--- src/rtl/fisr_pkg.sv ---
// rtl/fisr_pkg.sv - shared FP32 constants for the fast inverse square root pipeline
// Field positions, exponent bias and the two well-known constants of the
// algorithm, plus a field view of an FP32 word.
package fisr_pkg;

    localparam int SIGN_BIT = 31;
    localparam int EXP_MSB  = 30;
    localparam int EXP_LSB  = 23;
    localparam int MAN_MSB  = 22;

    localparam int FP_EXP_W = 8;
    localparam int FP_MAN_W = 23;
    localparam int FP_BIAS  = 127;

    localparam logic [31:0] ONE_AND_HALF = 32'h3FC00000;
    localparam logic [31:0] MAGIC        = 32'h5F3759DF;

    typedef struct packed {
        logic                sign;
        logic [FP_EXP_W-1:0] exp;
        logic [FP_MAN_W-1:0] man;
    } fp32_t;

endpackage

--- src/rtl/newton_multiply_if.sv ---
// rtl/newton_multiply_if.sv - operand/result bundle for the Newton multiply stage
// master : drives ce, NumA, Init; receives NumOut, ce_out
// slave  : the multiply stage itself
interface newton_multiply_if #(
    parameter int W = 32
);
    logic         ce;
    logic [W-1:0] NumA;
    logic [W-1:0] Init;
    logic [W-1:0] NumOut;
    logic         ce_out;

    modport master (
        output ce, NumA, Init,
        input  NumOut, ce_out
    );

    modport slave (
        input  ce, NumA, Init,
        output NumOut, ce_out
    );
endinterface

--- src/rtl/fp_mant_mul.sv ---
// rtl/fp_mant_mul.sv - combinational unsigned significand multiplier
// a, b : W-bit significands with hidden bit
// p    : 2W-bit full product
// Kept as its own module so synthesis can map it onto DSP blocks.
module fp_mant_mul #(
    parameter int W = 24
) (
    input  logic [W-1:0]   a,
    input  logic [W-1:0]   b,
    output logic [2*W-1:0] p
);
    assign p = a * b;
endmodule

--- src/rtl/newton_multiply.sv ---
// rtl/newton_multiply.sv - final Newton-Raphson multiply y1 = NumA * Init (FP32, truncating)
// clk    : clock, all state on posedge
// rst    : synchronous active-high reset, clears NumOut, ce_out and stage valids
// bus    : slave side of newton_multiply_if
//          ce/NumA/Init in, NumOut/ce_out out, three-cycle fixed latency
module newton_multiply
    import fisr_pkg::*;
#(
    parameter int EXP_W = FP_EXP_W,
    parameter int MAN_W = FP_MAN_W,
    parameter int BIAS  = FP_BIAS
) (
    input  logic           clk,
    input  logic           rst,
    newton_multiply_if.slave bus
);
    localparam int W   = 1 + EXP_W + MAN_W;
    localparam int MW  = MAN_W + 1;
    localparam int PW  = 2 * MW;
    // Two extra bits so the sum of two biased exponents minus bias is
    // representable as a signed value (range -BIAS .. 2*max-BIAS+1).
    localparam int EW2 = EXP_W + 2;

    localparam logic [EW2-1:0] BIAS_X  = EW2'(BIAS);
    localparam logic [EW2-1:0] EXP_MAX = EW2'((1 << EXP_W) - 1);

    // ---------------- operand fields ----------------
    logic             a_sign, b_sign;
    logic [EXP_W-1:0] a_exp, b_exp;
    logic [MAN_W-1:0] a_man, b_man;
    logic [PW-1:0]    prod;

    assign a_sign = bus.NumA[W-1];
    assign b_sign = bus.Init[W-1];
    assign a_exp  = bus.NumA[W-2 -: EXP_W];
    assign b_exp  = bus.Init[W-2 -: EXP_W];
    assign a_man  = bus.NumA[MAN_W-1:0];
    assign b_man  = bus.Init[MAN_W-1:0];

    fp_mant_mul #(.W(MW)) u_mant_mul (
        .a ({1'b1, a_man}),
        .b ({1'b1, b_man}),
        .p (prod)
    );

    // ---------------- stage 1: capture and multiply ----------------
    logic             v1;
    logic             s1_sign;
    logic [EW2-1:0]   s1_exp;
    logic [PW-1:0]    s1_prod;
    logic             s1_zero;
    logic             s1_inf;

    always_ff @(posedge clk) begin
        if (rst) v1 <= 1'b0;
        else     v1 <= bus.ce;
    end

    // Datapath registers need no reset: the valid bits qualify them.
    always_ff @(posedge clk) begin
        s1_sign <= a_sign ^ b_sign;
        s1_exp  <= {2'b00, a_exp} + {2'b00, b_exp} - BIAS_X;
        s1_prod <= prod;
        // Exponent field zero covers true zero and denormals alike.
        s1_zero <= (a_exp == '0) || (b_exp == '0);
        // All-ones exponent: inf and NaN are not told apart.
        s1_inf  <= (&a_exp) || (&b_exp);
    end

    // ---------------- stage 2: normalise ----------------
    logic             v2;
    logic             s2_sign;
    logic [EW2-1:0]   s2_exp;
    logic [MAN_W-1:0] s2_mant;
    logic             s2_zero;
    logic             s2_inf;
    logic             unused_prod_lsbs;

    // Product of two [1,2) significands lies in [1,4): only the top bit
    // decides a one-place shift. Bits below the kept field are truncated.
    assign unused_prod_lsbs = ^s1_prod[MAN_W-2:0];

    always_ff @(posedge clk) begin
        if (rst) v2 <= 1'b0;
        else     v2 <= v1;
    end

    always_ff @(posedge clk) begin
        s2_sign <= s1_sign;
        s2_zero <= s1_zero;
        s2_inf  <= s1_inf;
        if (s1_prod[PW-1]) begin
            s2_mant <= s1_prod[PW-2 -: MAN_W];
            s2_exp  <= s1_exp + EW2'(1);
        end else begin
            s2_mant <= s1_prod[PW-3 -: MAN_W];
            s2_exp  <= s1_exp;
        end
    end

    // ---------------- stage 3: pack and exceptions ----------------
    logic         v3;
    logic [W-1:0] num_out_q;
    logic [W-1:0] packed_res;
    logic         exp_under;
    logic         exp_over;

    // s2_exp is two's complement: MSB set means negative.
    assign exp_under = s2_exp[EW2-1] || (s2_exp == '0);
    assign exp_over  = !s2_exp[EW2-1] && (s2_exp >= EXP_MAX);

    always_comb begin
        packed_res = {s2_sign, s2_exp[EXP_W-1:0], s2_mant};
        // Zero wins over inf, so 0 x inf yields a signed zero.
        if (s2_zero || exp_under) begin
            packed_res = {s2_sign, {(W-1){1'b0}}};
        end else if (s2_inf || exp_over) begin
            packed_res = {s2_sign, {EXP_W{1'b1}}, {MAN_W{1'b0}}};
        end
    end

    // NumOut only changes when a valid result enters the last stage,
    // so it holds between results.
    always_ff @(posedge clk) begin
        if (rst) begin
            v3        <= 1'b0;
            num_out_q <= '0;
        end else begin
            v3 <= v2;
            if (v2) num_out_q <= packed_res;
        end
    end

    assign bus.NumOut = num_out_q;
    assign bus.ce_out = v3;

endmodule

--- src/flat_wrapper.sv ---
// flat-port wrapper written by rule: the top's interface ports become plain ports
module newton_multiply_flat import fisr_pkg::*;
#(
    parameter int EXP_W = FP_EXP_W,
    parameter int MAN_W = FP_MAN_W,
    parameter int BIAS  = FP_BIAS
)
  (clk, rst, bus_ce, bus_NumA, bus_Init, bus_NumOut, bus_ce_out);
  newton_multiply_if bus_i ();
  input  logic clk;
  input  logic rst;
  input wire logic [$bits(bus_i.ce)-1:0] bus_ce;
  input wire logic [$bits(bus_i.NumA)-1:0] bus_NumA;
  input wire logic [$bits(bus_i.Init)-1:0] bus_Init;
  output wire logic [$bits(bus_i.NumOut)-1:0] bus_NumOut;
  output wire logic [$bits(bus_i.ce_out)-1:0] bus_ce_out;
  assign bus_i.ce = bus_ce;
  assign bus_i.NumA = bus_NumA;
  assign bus_i.Init = bus_Init;
  assign bus_NumOut = bus_i.NumOut;
  assign bus_ce_out = bus_i.ce_out;
  newton_multiply #(.EXP_W(EXP_W), .MAN_W(MAN_W), .BIAS(BIAS)) u_core (.clk(clk), .rst(rst), .bus(bus_i));
endmodule
--- config.mk ---
export PLATFORM = sky130hd
export DESIGN_NAME = newton_multiply_flat
export DESIGN_NICKNAME = d
export VERILOG_FILES = /design/src/rtl/fisr_pkg.sv /design/src/rtl/newton_multiply_if.sv /design/src/rtl/fp_mant_mul.sv /design/src/rtl/newton_multiply.sv /design/src/flat_wrapper.sv
export SDC_FILE = /design/constraint.sdc
export NUM_CORES = 2
export LEC_CHECK = 0
export CAP_MARGIN = 20
export CORE_ASPECT_RATIO = 1.4
export CORE_MARGIN = 2
export CORE_UTILIZATION = 40
export DETAILED_ROUTE_END_ITERATION = 10
export GPL_TIMING_DRIVEN = 0
export HOLD_SLACK_MARGIN = 0.03
export PLACE_DENSITY_LB_ADDON = 0.08
export SLEW_MARGIN = 20
export SYNTH_ARGS = -nofsm -noshare
export SYNTH_HDL_FRONTEND = slang
export SYNTH_HIERARCHICAL = 1
export SYNTH_SLANG_ARGS = --single-unit
--- constraint.sdc ---
create_clock -name clk -period 8.8 [get_ports clk]
set_clock_uncertainty 0.05 [all_clocks]
set_input_delay 1.32 -clock clk [delete_from_list [all_inputs] [get_ports clk]]
set_output_delay 1.32 -clock clk [all_outputs]
set_load 0.02 [all_outputs]
Word level (Yosys, flattened, before mapping)
Cells that the tools add are included.
{"block": "totals", "in_bits": 67, "out_inout_bits": 33, "ff_bits": 132, "wordCells": 36}
{"block": "op_classes", "n_lt_le_gt_ge": 1, "n_reduce_logical": 12, "mux": 4, "n_bitwise": 1, "n_addsub": 3, "n_mul": 1}
{"op": "$mux 31", "count": 2}
{"op": "$mul 24x24->48", "count": 1}
{"op": "$mux 23", "count": 1}
{"op": "$logic_not 8->1", "count": 2}
{"op": "$reduce_and 8->1", "count": 2}
{"op": "$add 10x1->10 const B", "count": 1}
{"op": "$ge 10x8->1 const B", "count": 1}
{"op": "$logic_not 10->1", "count": 1}
{"op": "$mux 10", "count": 1}
{"op": "$sub 10x7->10 const B", "count": 1}
{"op": "$add 8x8->9", "count": 1}
{"op": "$logic_or 1x1->1", "count": 5}
{"op": "$logic_and 1x1->1", "count": 1}
{"op": "$logic_not 1->1", "count": 1}
{"op": "$xor 1x1->1", "count": 1}

Logic depth before layout (Yosys ltp)
{"block": "logic_depth", "depth_word": 5, "depth_mapped": 26, "depth_no_buf": 24}

Cells and area by module
The synthesis kept the hierarchy.
{"mod": "fp_mant_mul", "area_per_inst_um2": 19113.3, "n_inst": 1, "cells_each": 2189, "seq_area_each_um2": 0.0}
{"mod": "newton_multiply", "area_per_inst_um2": 3583.4, "n_inst": 1, "cells_each": 293, "seq_area_each_um2": 2182.1}

Worst setup path after synthesis
No wires, ideal clock.
{"block": "synth_timing", "path_kind": "input -> register", "from": "input port bus_Init[3]", "to": "register u_core.s1_prod[47]", "required_time_ns": 8.655, "path_slack_ns": 1.345, "arrival_ns": 7.309, "cell_stages": 26, "setup_ns": 0.095, "path_buffers": 2, "cell_sequence": "clkbuf_1 -> nand2_1 -> fa_1 -> inv_1 -> fa_1 -> inv_1 -> fa_1 -> inv_1 -> fa_1 -> inv_1 -> fa_1 -> inv_1 -> fa_1 -> inv_1 -> fa_1 -> inv_1 -> ha_1 -> buf_2 -> and3_1 -> a221o_1 -> nor2_1 -> nand2_1 -> o21a_1 -> o211ai_1 -> nand2_1 -> a221oi_1"}
{"block": "synth_between", "elab_chain_len": 1}
{"element": "start: declaration", "line": "flat_wrapper.sv:14", "text": "input wire logic [$bits(bus_i.Init)-1:0] bus_Init;"}
{"element": "$mul 24x24->48", "line": "fp_mant_mul.sv:12", "text": "assign p = a * b;"}
{"element": "via u_core.prod[47]", "line": "newton_multiply.sv:31", "text": "logic [PW-1:0] prod;"}
{"element": "end signal: assignment", "line": "newton_multiply.sv:63", "text": "s1_prod <= prod;"}
{"element": "end: declaration", "line": "newton_multiply.sv:50", "text": "logic [PW-1:0] s1_prod;"}
The timed path passes the listed nets, and every way through them passes these cells.
A chain may end at the register's enable or synchronous reset.

Final worst setup path
{"block": "layout_timing", "from": "input port bus_NumA[15]", "to": "register u_core.s1_prod[47]"}
{"block": "layout_between", "elab_chain_len": 1}
{"element": "start: declaration", "line": "flat_wrapper.sv:13", "text": "input wire logic [$bits(bus_i.NumA)-1:0] bus_NumA;"}
{"element": "$mul 24x24->48", "line": "fp_mant_mul.sv:12"}
{"element": "via u_core.prod[47]", "line": "newton_multiply.sv:31"}
The timed path passes the listed nets, and every way through them passes these cells.

==> results.md <==
Timing:
- The number of setup violations in the final report is 0.
- Setup repair after global routing left no endpoint under its margin.
- The final-report hold violation count is 0.
- The worst-case headroom to the max-slew limit is a little over two fifths.
- The setup slack after layout is roughly 0.29 ns.
- The slew of the pin with the lowest slew margin is 0.858 ns.
- Subtracting the final worst setup slack from the clock period gives about 8.5 ns.
- Derived from the worst setup path, the maximum achievable clock frequency is about 0.12 GHz.
- The final critical path takes up 96.7% of the cycle.
- The final count of pins violating max slew is 0.

Cells and area:
- The net count of the finished layout is 3310.
- From synthesis to final layout, the design area changed by 10.8%.
- The fraction of layout cells with a size suffix above 1 is 5.44%.
- The number of antenna diodes in the final layout is 0.
- Cells fill between 40 and 50% of the core in the end.
- Counting the fill cells in the layout gives roughly 5600.

Drt:
- After the first detailed-routing iteration, the DRC count stood at 860.
- The final layout contains routed wiring with a total length of 72.7 mm.
- Across all layers, the routed design uses roughly 17000 vias.
- The number of nets with antenna violations after routing is 0.
- The residual DRC count is 0.
- Using the TritonRoute via totals, the vias-per-cell ratio works out to ~5.
- For this run, the detailed router's first-pass iteration total came to 5.
- After detailed routing, the average wire length per cell comes to 22.0 um.

Clocking:
- Clock tree synthesis selected as its root buffer the cell sky130_fd_sc_hd__clkbuf_16.
- The clock transition time at the flip-flop clock pins of the worst setup and hold paths is 0.07 ns.
- The worst-case clock buffer depth is 2.
- The number of buffers created by CTS is 9.
- The H-tree level count is 3.
- The clock tree from TritonCTS is yes.
- The number of buffers inserted for hold repair after clock tree synthesis is 0.
- The insertion delay of the later-clocked pin in the worst-skew pair is approximately 0.36 ns.
- The clock net in this run drives a total of 109 sinks.

Global route:
- Summed over all layers, the global routing overflow is 0.
- The global-route total usage across every layer is between 20% and 30%.
- The first global-routing pass estimated approximately 110 mm of wire.
- The initial antenna violation count came to 4.
- The pin count of the biggest net entering global routing is 20.
- The number of global-route vias before repair is approximately 18000.

Die:
- The total die area is roughly 0.058 mm2.
- The standard-cell row count is about 100.
- The number of top-level design ports is 100.
- The core box area is 0.0554 mm2.
- The effective utilization at floorplan is roughly two fifths.
- The die width is ~200 um.
- Measured along the y axis, the die boundary spans between 200 and 300 um.

Hold path:
- The number of cells traversed by the worst hold path is 0.
- The startpoint identified for the worst hold timing path is u_core/s1_sign$_DFF_P_.
- The path class of the tightest hold or removal check is register to register.
- The path with the worst hold slack has its endpoint at u_core/s2_sign$_DFF_P_.

Place:
- At the placement stage, the worst setup path has a slack of -1.18 ns.
- The HPWL after detailed placement is 61.2 mm.
- The final weighted congestion in routability-driven placement is 0.945.
- In this run the tool buffered the top-level ports with a little under 100 buffer cells.

Setup path:
- The origin of the critical flop-to-flop path is u_core/v2$_SDFF_PP0_.
- The worst flop-to-flop path endpoint is u_core/bus.NumOut[14]$_SDFFE_PP0P_.
- The worst register-to-register path has a setup slack of about 6.7 ns.
- STA puts the critical path data arrival time at 8.70 ns.
- The category of the most critical setup path is input port to register.
- The worst setup path is captured at a register.
- Along the worst path, the maximum fanout reaches 10.
- The number of cells on the worst reg-to-reg path is 5.
- STA classifies the critical path startpoint as an input port.
- The required time of the critical path is approximately 9.0 ns.

Logic synthesis:
- The cell count after synthesis is around 2400.
- The total number of yosys warnings is 6.
- After synthesis the cells add up to between 0.02 and 0.025 mm2.
- Each instance of the synthesized netlist takes up on average ~9 um2.

Run:
- The count of max-cap constraint violations is 0.

Status:
- The run finished with clean final reports.
flip-flops by register name (all words and copies together) (netlist names), 10 cells and up:
register and count:
u_core/s1_prod 25, u_core/s2_mant 23, u_core/bus.NumOut 32, u_core/s1_exp 10, u_core/s2_exp 10
per-layer routing:
layer | global-route usage, % | wire [um] | up-vias
li1 | - | - | 7495
met1 | 32.4 | 29500 | 8513
met2 | 46.2 | 36300 | 502
met3 | 1.78 | 3210 | 135
met4 | 10.9 | 3640 | 2
met5 | 0 | 14 | -
through the flow:
step | TNS, ns | std cells | area (um2) | hold slack [ns]
6_report | 0 | 3303 | 24900 | 0.284
5_1_grt | 0 | 3303 | 24900 | 0.295
4_1_cts | 0 | 3303 | 24800 | 0.292
3_5_place_dp | -7.69 | 3286 | 24400 | 0.268
3_3_place_gp | -7.46 | 3286 | 24400 | 0.266
2_1_floorplan | 0 | 2459 | 22500 | 0.260
what timing repair did:
action,4_1_cts,5_1_grt
pin swaps,1,0
endpoints found under the setup margin,9,9
setup buffers,1,0
gates resized for setup,54,110
worst max-delay path by stage:
stage | start | slack [ns] | cells past startpoint | endpoint
3_3_place_gp | bus_Init[4] | -1.21 | 25 | u_core/s1_prod[47]$_DFF_P_
4_1_cts | bus_NumA[18] | 0.0006 | 23 | u_core/s1_prod[45]$_DFF_P_
3_5_place_dp | bus_Init[4] | -1.18 | 25 | u_core/s1_prod[47]$_DFF_P_
6_report | bus_NumA[15] | 0.29 | 24 | u_core/s1_prod[47]$_DFF_P_
5_1_grt | bus_Init[22] | 0.002 | 24 | u_core/s1_prod[47]$_DFF_P_
2_1_floorplan | bus_Init[3] | 1.39 | 26 | u_core/s1_prod[47]$_DFF_P_
area by class of cell:
type	count	area, um2	share of cell area [%]
repair buffers	100	1020	4.10
clock buffers	10	239	0.960
clock inverters	6	56.3	0.226
well taps	728	911	3.66
flip-flops and latches	109	2180	8.77
multi-input cells	1664	17700	71.2
plain buffers	115	603	2.42
inverters	571	2140	8.61
placed cells by master, fill, tap and decap left out, types with 13 or more instances in the layout:
cell type,instances
sky130_fd_sc_hd__inv_1,571
sky130_fd_sc_hd__fa_1,483
sky130_fd_sc_hd__nand2_1,314
sky130_fd_sc_hd__and2_1,306
sky130_fd_sc_hd__ha_1,190
sky130_fd_sc_hd__dfxtp_1,109
sky130_fd_sc_hd__clkdlybuf4s50_1,81
sky130_fd_sc_hd__clkbuf_2,56
sky130_fd_sc_hd__a21oi_1,46
sky130_fd_sc_hd__clkbuf_1,30
sky130_fd_sc_hd__nor2_1,29
sky130_fd_sc_hd__a21o_1,25
sky130_fd_sc_hd__xnor2_1,24
sky130_fd_sc_hd__mux2_2,24
sky130_fd_sc_hd__a22o_1,23
sky130_fd_sc_hd__o21ai_0,22
sky130_fd_sc_hd__nand4_1,16
sky130_fd_sc_hd__nand3_1,15
sky130_fd_sc_hd__xor2_1,14
sky130_fd_sc_hd__clkbuf_4,14
sky130_fd_sc_hd__dlymetal6s2s_1,13
critical path, stage by stage:
cell and delay [ns]:
sky130_fd_sc_hd__dlygate4sd2_1 0.55, sky130_fd_sc_hd__clkbuf_2 0.42, sky130_fd_sc_hd__and2_1 0.20, sky130_fd_sc_hd__fa_1 0.44, sky130_fd_sc_hd__fa_1 0.60, sky130_fd_sc_hd__inv_1 0.08, sky130_fd_sc_hd__fa_1 0.50, sky130_fd_sc_hd__fa_1 0.52
sky130_fd_sc_hd__inv_1 0.05, sky130_fd_sc_hd__fa_1 0.49, sky130_fd_sc_hd__fa_1 0.49, sky130_fd_sc_hd__inv_1 0.05, sky130_fd_sc_hd__fa_1 0.56, sky130_fd_sc_hd__inv_1 0.07, sky130_fd_sc_hd__ha_1 0.26, sky130_fd_sc_hd__buf_2 0.16
sky130_fd_sc_hd__a21o_1 0.19, sky130_fd_sc_hd__a221o_1 0.35, sky130_fd_sc_hd__nor2_1 0.12, sky130_fd_sc_hd__nand2_1 0.07, sky130_fd_sc_hd__o21a_1 0.27, sky130_fd_sc_hd__o211ai_1 0.30, sky130_fd_sc_hd__nand2_1 0.23, sky130_fd_sc_hd__a221oi_4 0.40
Power is not shown: default switching activity piles up to over one toggle a cycle in this logic, so the estimate is an artifact.
